==> src/rtl/seq_trig_pkg.sv <==
// Shared types and constants for the sequence-trigger monitor.
package seq_trig_pkg;

  typedef enum logic [1:0] {
    ST_IDLE  = 2'd0,
    ST_MATCH = 2'd1,
    ST_FIRED = 2'd2
  } state_t;

  localparam logic [127:0] PAYLOAD_INIT_DEF = {64{2'b10}};

endpackage

==> src/rtl/seq_trig_payload.sv <==
// Activity register: rotates right by one bit on every enabled cycle to give a
// fixed, repeatable switching signature while the trigger is active.
module seq_trig_payload
  import seq_trig_pkg::*;
#(
  parameter int                   PAYLOAD_W    = 128,
  parameter logic [PAYLOAD_W-1:0] PAYLOAD_INIT = PAYLOAD_W'(PAYLOAD_INIT_DEF)
) (
  input  logic                 clk,
  input  logic                 rst,
  input  logic                 en,
  output logic [PAYLOAD_W-1:0] payload
);

  // Shift form keeps the rotate legal for every width, including 1.
  function automatic logic [PAYLOAD_W-1:0] ror1(input logic [PAYLOAD_W-1:0] v);
    return (v >> 1) | (v << (PAYLOAD_W - 1));
  endfunction

  // stage p0: payload register
  always_ff @(posedge clk) begin
    if (rst) begin
      payload <= PAYLOAD_INIT;
    end else if (en) begin
      payload <= ror1(payload);
    end
  end

endmodule

==> src/rtl/seq_trigger_monitor.sv <==
// Ordered sequence detector with sticky trigger and rotating activity payload.
// Optional MATCH-state watchdog enabled by defining SEQ_TRIG_TIMEOUT_EN.
module seq_trigger_monitor
  import seq_trig_pkg::*;
#(
  parameter int                   DATA_W       = 128,
  parameter int                   DEPTH        = 4,
  parameter int                   STRICT       = 0,
  parameter int                   PAYLOAD_W    = 128,
  parameter logic [PAYLOAD_W-1:0] PAYLOAD_INIT = PAYLOAD_W'(PAYLOAD_INIT_DEF),
  parameter int                   TIMEOUT_CYC  = 1024,
  localparam int                  IDX_W        = (DEPTH > 1) ? $clog2(DEPTH) : 1,
  localparam int                  STG_W        = $clog2(DEPTH + 1)
) (
  input  logic                 clk,
  input  logic                 rst,
  input  logic                 in_valid,
  input  logic [DATA_W-1:0]    in_data,
  input  logic                 cfg_we,
  input  logic [IDX_W-1:0]     cfg_idx,
  input  logic [DATA_W-1:0]    cfg_pattern,
  output logic [STG_W-1:0]     stage,
  output logic                 trig,
  output logic [PAYLOAD_W-1:0] payload
);

  if (DEPTH < 1 || TIMEOUT_CYC < 1) begin : g_bad_cfg
    $fatal(1, "seq_trigger_monitor: DEPTH and TIMEOUT_CYC must be >= 1");
  end

  state_t            state;
  logic [DATA_W-1:0] pat [DEPTH];
  logic [DATA_W-1:0] cur_pat;
  logic              hit;
  logic              miss;
  logic              first_hit;
  logic              last;

  // Slot writes beyond DEPTH-1 match no loop index and are dropped.
  always_ff @(posedge clk) begin
    if (rst) begin
      for (int i = 0; i < DEPTH; i++) pat[i] <= '0;
    end else begin
      for (int i = 0; i < DEPTH; i++) begin
        if (cfg_we && cfg_idx == IDX_W'(i)) pat[i] <= cfg_pattern;
      end
    end
  end

  // Pattern select by loop avoids an index wider than the table.
  always_comb begin
    cur_pat = '0;
    for (int i = 0; i < DEPTH; i++) begin
      if (stage == STG_W'(i)) cur_pat = pat[i];
    end
  end

  assign hit       = in_valid && (state != ST_FIRED) && (in_data == cur_pat);
  assign miss      = in_valid && !hit;
  assign first_hit = (in_data == pat[0]);
  assign last      = (stage == STG_W'(DEPTH - 1));

`ifdef SEQ_TRIG_TIMEOUT_EN
  localparam int WD_W = $clog2(TIMEOUT_CYC + 1);
  logic [WD_W-1:0] wdog;
`endif

  // stage p0: sequence FSM, stage counter, sticky trigger
  always_ff @(posedge clk) begin
    if (rst) begin
      state <= ST_IDLE;
      stage <= '0;
      trig  <= 1'b0;
`ifdef SEQ_TRIG_TIMEOUT_EN
      wdog  <= '0;
`endif
    end else begin
      case (state)
        ST_IDLE: begin
          if (hit) begin
            stage <= STG_W'(1);
`ifdef SEQ_TRIG_TIMEOUT_EN
            wdog  <= '0;
`endif
            if (DEPTH == 1) begin
              state <= ST_FIRED;
              trig  <= 1'b1;
            end else begin
              state <= ST_MATCH;
            end
          end
        end
        ST_MATCH: begin
          if (hit) begin
            stage <= stage + STG_W'(1);
`ifdef SEQ_TRIG_TIMEOUT_EN
            wdog  <= '0;
`endif
            if (last) begin
              state <= ST_FIRED;
              trig  <= 1'b1;
            end
          end else if (miss && STRICT != 0) begin
            // A mismatching word may itself be the start of a fresh sequence.
            if (first_hit) begin
              stage <= STG_W'(1);
`ifdef SEQ_TRIG_TIMEOUT_EN
              wdog  <= '0;
`endif
            end else begin
              stage <= '0;
              state <= ST_IDLE;
            end
          end else begin
`ifdef SEQ_TRIG_TIMEOUT_EN
            if (wdog == WD_W'(TIMEOUT_CYC - 1)) begin
              stage <= '0;
              state <= ST_IDLE;
            end else begin
              wdog <= wdog + WD_W'(1);
            end
`endif
          end
        end
        ST_FIRED: begin
          state <= ST_FIRED;
        end
        default: begin
          state <= ST_IDLE;
          stage <= '0;
        end
      endcase
    end
  end

  // stage p1: activity register follows the registered trigger
  seq_trig_payload #(
    .PAYLOAD_W    (PAYLOAD_W),
    .PAYLOAD_INIT (PAYLOAD_INIT)
  ) u_payload (
    .clk     (clk),
    .rst     (rst),
    .en      (trig),
    .payload (payload)
  );

endmodule

==> config.mk <==
export PLATFORM = sky130hd
export DESIGN_NAME = seq_trigger_monitor
export DESIGN_NICKNAME = d
export VERILOG_FILES = /design/src/rtl/seq_trig_pkg.sv /design/src/rtl/seq_trig_payload.sv /design/src/rtl/seq_trigger_monitor.sv
export SDC_FILE = /design/constraint.sdc
export NUM_CORES = 1
export LEC_CHECK = 0
export ABC_AREA = 1
export CAP_MARGIN = 0
export CORE_ASPECT_RATIO = 1.5
export CORE_UTILIZATION = 37
export CTS_CLUSTER_SIZE = 14
export DETAILED_ROUTE_END_ITERATION = 16
export GPL_TIMING_DRIVEN = 0
export PLACE_DENSITY_LB_ADDON = 0.08
export SKIP_CTS_REPAIR_TIMING = 1
export SYNTH_ARGS = -nofsm -noshare
export SYNTH_HDL_FRONTEND = slang
export SYNTH_SLANG_ARGS = --single-unit
==> constraint.sdc <==
create_clock -name clk -period 6.5 [get_ports clk]
set_input_delay 1.95 -clock clk [delete_from_list [all_inputs] [get_ports clk]]
set_output_delay 1.95 -clock clk [all_outputs]
set_load 0.01 [all_outputs]
==> results of run 1 <==
cell type report:
cell class	count	area (sq um)
diodes	4	10.01
plain buffers	191	830.8
clock buffers	102	1986
clock inverters	20	130.1
fillers	8428	44720
inverters	457	1715
multi-input cells	2633	10870
flip-flops and latches	646	18060
well taps	1122	1404
repair buffers	403	4212
sequential cells by signal (all words and copies together), names as in the netlist:
register	flops
pat	512
state	2
stage	3
u_payload.payload	128
trig	1
per-stage QoR:
| stage | utilization [%] | cell area, sq um | total power, W |
|---|---|---|---|
| global route | 46.72 | 39210 | 0.01603 |
| global placement | 43.81 | 36770 | 0.01149 |
| CTS | 46.71 | 39210 | 0.01533 |
| detailed placement | 44.19 | 37090 | 0.01151 |
| finish | 46.72 | 39220 | 0.01550 |
| floorplan | - | 31440 | 0.008438 |
cells by family (layout without fill, tap and decap cells):
logic type,Yosys count,after routing
simple gates,2438,2438
buf+inv,648,1173
flops,646,646
compound gates,186,186
fa+ha+maj,8,8
xor+xnor,1,1
other cells,0,4
synthesized netlist by cell type:
library cell  count
nand2_4           1
clkinv_1          3
nand3b_1         13
xnor2_1           1
edfxtp_1        512
buf_2            36
and3_1            1
inv_1           451
a21oi_1           7
nor2_1          783
nand3_1         378
inv_2             3
nand4_1          21
buf_4            12
or2_0             1
o21ai_1           5
nor3_1            2
buf_6             3
and2_0            1
a21boi_1          1
clkbuf_2          1
o21ai_0         172
or2_1             6
ha_1              8
a21o_1            1
nand2_1        1216
nor2_2            2
dfxtp_1         134
buf_1             4
or2_2            13
clkbuf_1        135
power groups by stage:
stage          logic, W  registers (W)  clock network (W)
2_1_floorplan   0.00355        0.00488                  0
3_3_place_gp    0.00656        0.00493                  0
3_5_place_dp    0.00663        0.00488                  0
4_1_cts         0.00665        0.00479            0.00389
5_1_grt         0.00718        0.00481            0.00404
6_report        0.00683        0.00479            0.00388
how the worst max path moves through the flow:
stage,to,depth (start not counted)
2_1_floorplan,pat[0][0]$_SDFFCE_PN0P_,4
3_3_place_gp,pat[3][74]$_SDFFCE_PN0P_,5
3_5_place_dp,trig$_SDFFE_PP0P_,16
4_1_cts,trig$_SDFFE_PP0P_,16
5_1_grt,state[0]$_SDFFE_PP0P_,19
6_report,state[0]$_SDFFE_PP0P_,19
worst register-to-register path, cell delays in order (launching register included):
cell	delay, ps
dfxtp_1	440
inv_2	200
clkbuf_1	840
ha_1	290
buf_2	220
buf_2	400
clkbuf_1	1000
nand2_1	170
nand3_1	150
nand2_1	160
a21oi_1	630
nand4_1	430
nor2_1	180
nand2_1	120
nor2_1	220
nand3_1	110
nand2_1	130
nand2_1	50
nand2_1	50
nor2_1	50
routing by layer:
metal	vias up	track usage, %	wire length (um)
li1	13350	-	-
met4	20	20.11	9521
met3	358	7.179	13570
met5	-	0	129
met2	1488	57.02	71200
met1	13630	38.22	51530
==> metrics.md, run 1 <==
| Metric | Value |
|---|---|
| Status | finished clean |
| Area share of fa/ha/maj cells after synthesis | 0.3183% |
| Area growth from synthesis to layout | 24.71% |
| Reg2reg start | stage[2]$_SDFFE_PP0P_ |
| Reg-to-reg slack, setup | 560 ps |
| Min-Delay Path Class | register to register |
| Sinks on Clock Net | 646 |
| Largest area contributor in the netlist | edfxtp_1 |
| Most frequent cells in the layout | nand2_1 (1,212), nor2_1 (783), edfxtp_1 (512) |
| Core area | 83,930 sq um |
| Cell count of the worst reg-to-reg path | 19 |
| CP delay by family, top | buffers and inverters |
| Area share of the largest cell type after synthesis | 48.90% |
| GR Util All Layers | 33.52% |
| Detailed-route vias per instance | 5.170 |
| Placed cell count | 5,452 |
| Int Power | 0.008533 W |
| Sequential share of the synthesized area | 57.43% |
| Share of cells above drive strength 1 | 4.021% |
| Number of standard cells after synthesis | 3,927 |
| Final setup violating endpoints | 0 |
| Routed WL per cell | 26.17 um |
| First-pass GRT wire length | 199.0 mm |
| Final worst path period share | 91.37% |
| Switching part of the total | 44.94% |
| Post-synthesis mux area share | 0% |
| Hold depth | 2 |
| Die Height | 359.0 um |
| Compound-Gate Fraction of Synth Area | 2.976% |
| Yosys cell types | 31 |
| Clock Tree Root | clkbuf_16 |
| Crit path top cell by count | nand2_1 |
| Clk_skew | 19.60 ps |
| FF-to-FF End | state[0]$_SDFFE_PP0P_ |
| Setup TNS | 0 ps |
| Grt ovf | 0 |
| Max_slew headroom | 5.961% |
| Worst slew pin tran | 1411 ps |
| Setup crit start kind | register |
| Avg Cell Area, Syn | 8.007 sq um |
| Placer congestion estimate | 1.014 |
| Area share of and/or/nand/nor cells after synthesis | 31.15% |
| Starting DRT DRC Count | 2,877 |
| Pre-CTS WS | 710.4 ps |
| Worst Slack Setup Final | 561.0 ps |
| Syn Std Cell Area | 31,440 sq um |
| Die ar. | 86,180 sq um |
| Final critical-path required period | 5939 ps |
| Routed wire length | 146.0 mm |
| Cells along the critical path | inv_2 -> clkbuf_1 -> ha_1 -> buf_2 -> buf_2 -> clkbuf_1 -> nand2_1 -> nand3_1 -> nand2_1 -> a21oi_1 -> nand4_1 -> nor2_1 -> nand2_1 -> nor2_1 -> nand3_1 -> nand2_1 -> nand2_1 -> nand2_1 -> nor2_1 |
| CTS Buf Count | 69 |
| Clk Latency, worst-skew pair | 650 ps |
| Area contributors post-synth | edfxtp_1 (49%), nand2_1 (15%), nor2_1 (9.3%) |
| H-tree Lvls | 3 |
| WP data arrival | 6480 ps |
| Final non-filler cell total | 5,578 |
| DP Wirelength | 105.4 mm |
| Final ANT Viol Nets | 0 |
| # IOs | 394 |
| CTS tree | done |
| Pin count of the biggest net entering global routing | 48 |
| Number of max-cap violations | 0 |
| Crit path required time | 7040 ps |
| Clock slew at the register clock pins of the worst setup and hold paths | 60 ps |
| RSZ-0062 raised after global routing | no |
| Synthesis Warnings | 0 |
| Crit path buffers/inverters | 5 |
| # rows | 130 |
| Final hold violations | 0 |
| Comb pwr share | 44.1% |
| Max clock buf depth | 3 |
| Drt pass-1 iters | 6 |
| Worst setup EP type | register |
| Min-delay src | u_payload.payload[109]$_SDFFE_PP1P_ |
| F_max | 0.1684 GHz |
| CP startpoint | stage[2]$_SDFFE_PP0P_ |
| Power Density | 395.2 nW/um^2 |
| Clock Power Share | 25.0% |
| Hold path endpoint | u_payload.payload[109]$_SDFFE_PP1P_ |
| Maximum VDD drop | 0.0003811 V |
| Sequential Power Share | 30.9% |
| Post-Synth XOR/XNOR Area | 0.02785% |
| #FFs+latches synth | 646 |
| Vias | 28,840 |
| Initial antenna violation count | 15 |
| Leakage | 17.48 nW |
| Die width | 240.0 um |
| WHS | 481.8 ps |
| Commonest non-fill, non-tap cell in the layout | nand2_1 |
| Crit-path max FO | 10 |
| Vias in the first global route | 26,490 |
| Sw Pwr | 0.006964 W |
| Main combinational cell family by area after synthesis | simple AND/OR/NAND/NOR gates |
| Final-stage net count | 4,671 |
| PortBufs | 392 |
| Initial Utilization | 37.46% |
| CP max stage delay | 1000 ps |
| Post-Syn Nets | 4,197 |
| CP max stage cell | clkbuf_1 |
| WS Path Type | register to register |
| Pins Over Slew Limit | 0 |
| Post-route DRC | 0 |
Power figures use the tool's default switching activity.
==> inputs of run 2 (changes only) <==
--- a/config.mk
+++ b/config.mk
@@ -8,6 +8,7 @@
 export ABC_AREA = 1
 export CAP_MARGIN = 0
 export CORE_ASPECT_RATIO = 1.5
+export CORE_MARGIN = 4
 export CORE_UTILIZATION = 37
 export CTS_CLUSTER_SIZE = 14
 export DETAILED_ROUTE_END_ITERATION = 16
==> run 2 against run 1 <==
  * Clock power rose by 3%
  * Non-clock buffer count fell by 1
  * Fmax fell by 1.4%
  * Critical path depth did not move
  * First-iteration DRC count fell by 1.1%
  * Global-route usage fell by 1.9 points
  * Sequential power barely moved
  * Setup slack got worse by 84 ps
  * Sequential share of layout area fell by 0.075 points
  * Sequential cell count did not move
  * Wire length barely moved
  * Largest cell class unchanged
  * Largest power group unchanged
==> metrics.md, run 2 (synthesized netlist as in run 1, its figures left out) <==
| Metric | Value |
|---|---|
| Initial antenna violation count | 18 (+3) |
| Largest Register | pat |
| WP data arrival | 6540 ps (+60 ps) |
| F_max | 0.1660 GHz (-1.4%) |
| Worst slew pin tran | 1350 ps (-60.94 ps) |
| Worst setup EP type | register |
| Pre-CTS WS | 694.0 ps (-16.42 ps) |
| Crit path top cell by count | nand2_1 |
| CTS Buf Count | 69 (unchanged) |
| RSZ-0062 raised after global routing | no |
| Grt ovf | 0 (unchanged) |
| Die ar. | 89,810 sq um (+4.2%) |
| Pin count of the biggest net entering global routing | 51 (+6.3%) |
| Biggest regs | pat x512, u_payload.payload x128, stage x3 |
| Starting DRT DRC Count | 2,845 (-1.1%) |
| Die Height | 365.0 um (+1.7%) |
| Max clock buf depth | 3 (unchanged) |
| Final setup violating endpoints | 0 (unchanged) |
| Cell count of the worst reg-to-reg path | 19 (unchanged) |
| Placed Area | 37,060 sq um (about the same) |
| Final worst path period share | 92.67% (+1.3 points) |
| H-tree Lvls | 3 (unchanged) |
| Routed wire length | 146.0 mm (about the same) |
| Clk_skew | 29.19 ps (+9.596 ps) |
| Clock Tree Root | clkbuf_16 |
| Setup crit start kind | register |
| Status | finished clean |
| Min-delay src | u_payload.payload[103]$_SDFFE_PP1P_ |
| FF-to-FF End | state[0]$_SDFFE_PP0P_ |
| Reg2reg start | stage[2]$_SDFFE_PP0P_ |
| Clk Latency, worst-skew pair | 650 ps (about the same) |
| Max_slew headroom | 10.02% (+4.1 points) |
| Placer congestion estimate | 0.9841 (-2.9%) |
| Drt pass-1 iters | 8 (+2) |
| CTS tree | done |
| Hold depth | 2 (unchanged) |
| Vias | 28,900 (+0.23%) |
| Largest register FFs | 512 (unchanged) |
| WHS | 484.5 ps (+2.673 ps) |
| Number of max-cap violations | 0 (unchanged) |
| Clock slew at the register clock pins of the worst setup and hold paths | 60 ps (about the same) |
| Maximum VDD drop | 0.0002212 V (-42%) |
| Routed WL per cell | 26.15 um (about the same) |
| CP max stage cell | clkbuf_1 |
| # IOs | 394 (unchanged) |
| DP Wirelength | 105.4 mm (about the same) |
| Pins Over Slew Limit | 0 (unchanged) |
| Footprint of the multi-input gates | 10,870 sq um (unchanged) |
| WS Path Type | register to register |
| Sinks on Clock Net | 646 (unchanged) |
| PortBufs | 392 (unchanged) |
| Die width | 246.0 um (+2.5%) |
| Core area | 84,090 sq um (+0.19%) |
| Reg-to-reg slack, setup | 480 ps (-80 ps) |
| Final ANT Viol Nets | 0 (unchanged) |
| Share of cells above drive strength 1 | 4.048% (+0.027 points) |
| Post-route DRC | 0 (unchanged) |
| Hold path endpoint | u_payload.payload[103]$_SDFFE_PP1P_ |
| Commonest non-fill, non-tap cell in the layout | nand2_1 |
| Crit path required time | 7020 ps (-20 ps) |
| Vias in the first global route | 27,010 (+2.0%) |
| Setup TNS | 0 ps (unchanged) |
| Fillers | 8,395 (-0.39%) |
| Worst Slack Setup Final | 476.7 ps (-84.25 ps) |
| Final non-filler cell total | 5,582 (+0.072%) |
| # rows | 130 (unchanged) |
| Detailed-route vias per instance | 5.178 (+0.16%) |
| Fin area | 39,280 sq um (+0.16%) |
| Area growth from synthesis to layout | 24.92% |
| Power Density | 396.1 nW/um^2 (+0.25%) |
| Initial Utilization | 37.39% (-0.072 points) |
| CP max stage delay | 970 ps (-30 ps) |
| First-pass GRT wire length | 197.8 mm (-0.58%) |
| Final hold violations | 0 (unchanged) |
| Final-stage net count | 4,670 (-0.021%) |
| Placed cell count | 5,451 (-0.018%) |
| Most frequent cells in the layout | nand2_1 (1,212), nor2_1 (783), edfxtp_1 (512) |
| Cells along the critical path | inv_2 -> clkbuf_1 -> ha_1 -> buf_2 -> buf_2 -> clkbuf_1 -> nand2_1 -> nand3_1 -> nand2_1 -> a21oi_1 -> nand4_1 -> nor2_1 -> nand2_1 -> nor2_1 -> nand3_1 -> nand2_1 -> nand2_1 -> nand2_1 -> nor2_1 |
| Leakage | 17.50 nW (+0.14%) |
| Final critical-path required period | 6023 ps (+84.25 ps) |
| Min-Delay Path Class | register to register |
| Register area | 18,060 sq um (unchanged) |
| Crit-path max FO | 10 (unchanged) |
| GR Util All Layers | 31.65% (-1.9 points) |
-- run 2: worst max path at each step --
stage | start | end | cells after the start
global route | stage[2]$_SDFFE_PP0P_ | state[0]$_SDFFE_PP0P_ | 19
finish | stage[2]$_SDFFE_PP0P_ | state[0]$_SDFFE_PP0P_ | 19
global placement | rst | pat[0][57]$_SDFFCE_PN0P_ | 5
CTS | stage[2]$_SDFFE_PP0P_ | state[0]$_SDFFE_PP0P_ | 19
detailed placement | stage[2]$_SDFFE_PP0P_ | state[0]$_SDFFE_PP0P_ | 19
floorplan | rst | pat[0][0]$_SDFFCE_PN0P_ | 4
-- run 2: where the power goes --
group / switching, W / internal (W)
clock network: 0.00172 / 0.00229
logic: 0.00510 / 0.00166
registers: 0.0000798 / 0.00472
-- run 2: cell type report --
class / instances / share of cell area (%)
clock buffer: 106 / 5.230
tap: 1122 / 3.574
buffer: 191 / 2.115
inverter: 457 / 4.367
sequential: 646 / 45.97
clock inverter: 12 / 0.3313
multi-input combinational: 2633 / 27.67
antenna: 13 / 0.08282
timing repair buffer: 402 / 10.65
-- run 2: critical path: cells and delay by family (launching register included) --
kind / cells / cell delay, ps
AOI/OAI and AO/OA: 1 / 640
adders and majority gates: 1 / 290
buffers and inverters: 5 / 2630
DFF: 1 / 490
and+or+nand+nor: 12 / 1850
-- run 2: stage by stage --
stage	power, W	util, %
final	0.01556	46.71
after global routing	0.01614	46.67
after CTS	0.01541	46.67
after detailed placement	0.01146	44.07
after global placement	0.01144	43.73
after floorplan	0.008438	-
-- run 2: per-layer routing --
layer  track usage [%]  wire length, um  vias up
li1                  -                -    13360
met1             35.89            51000    13620
met2             53.37            69270     1537
met3             8.236            14860      381
met4             19.44            10760       12
met5                 0               79        -
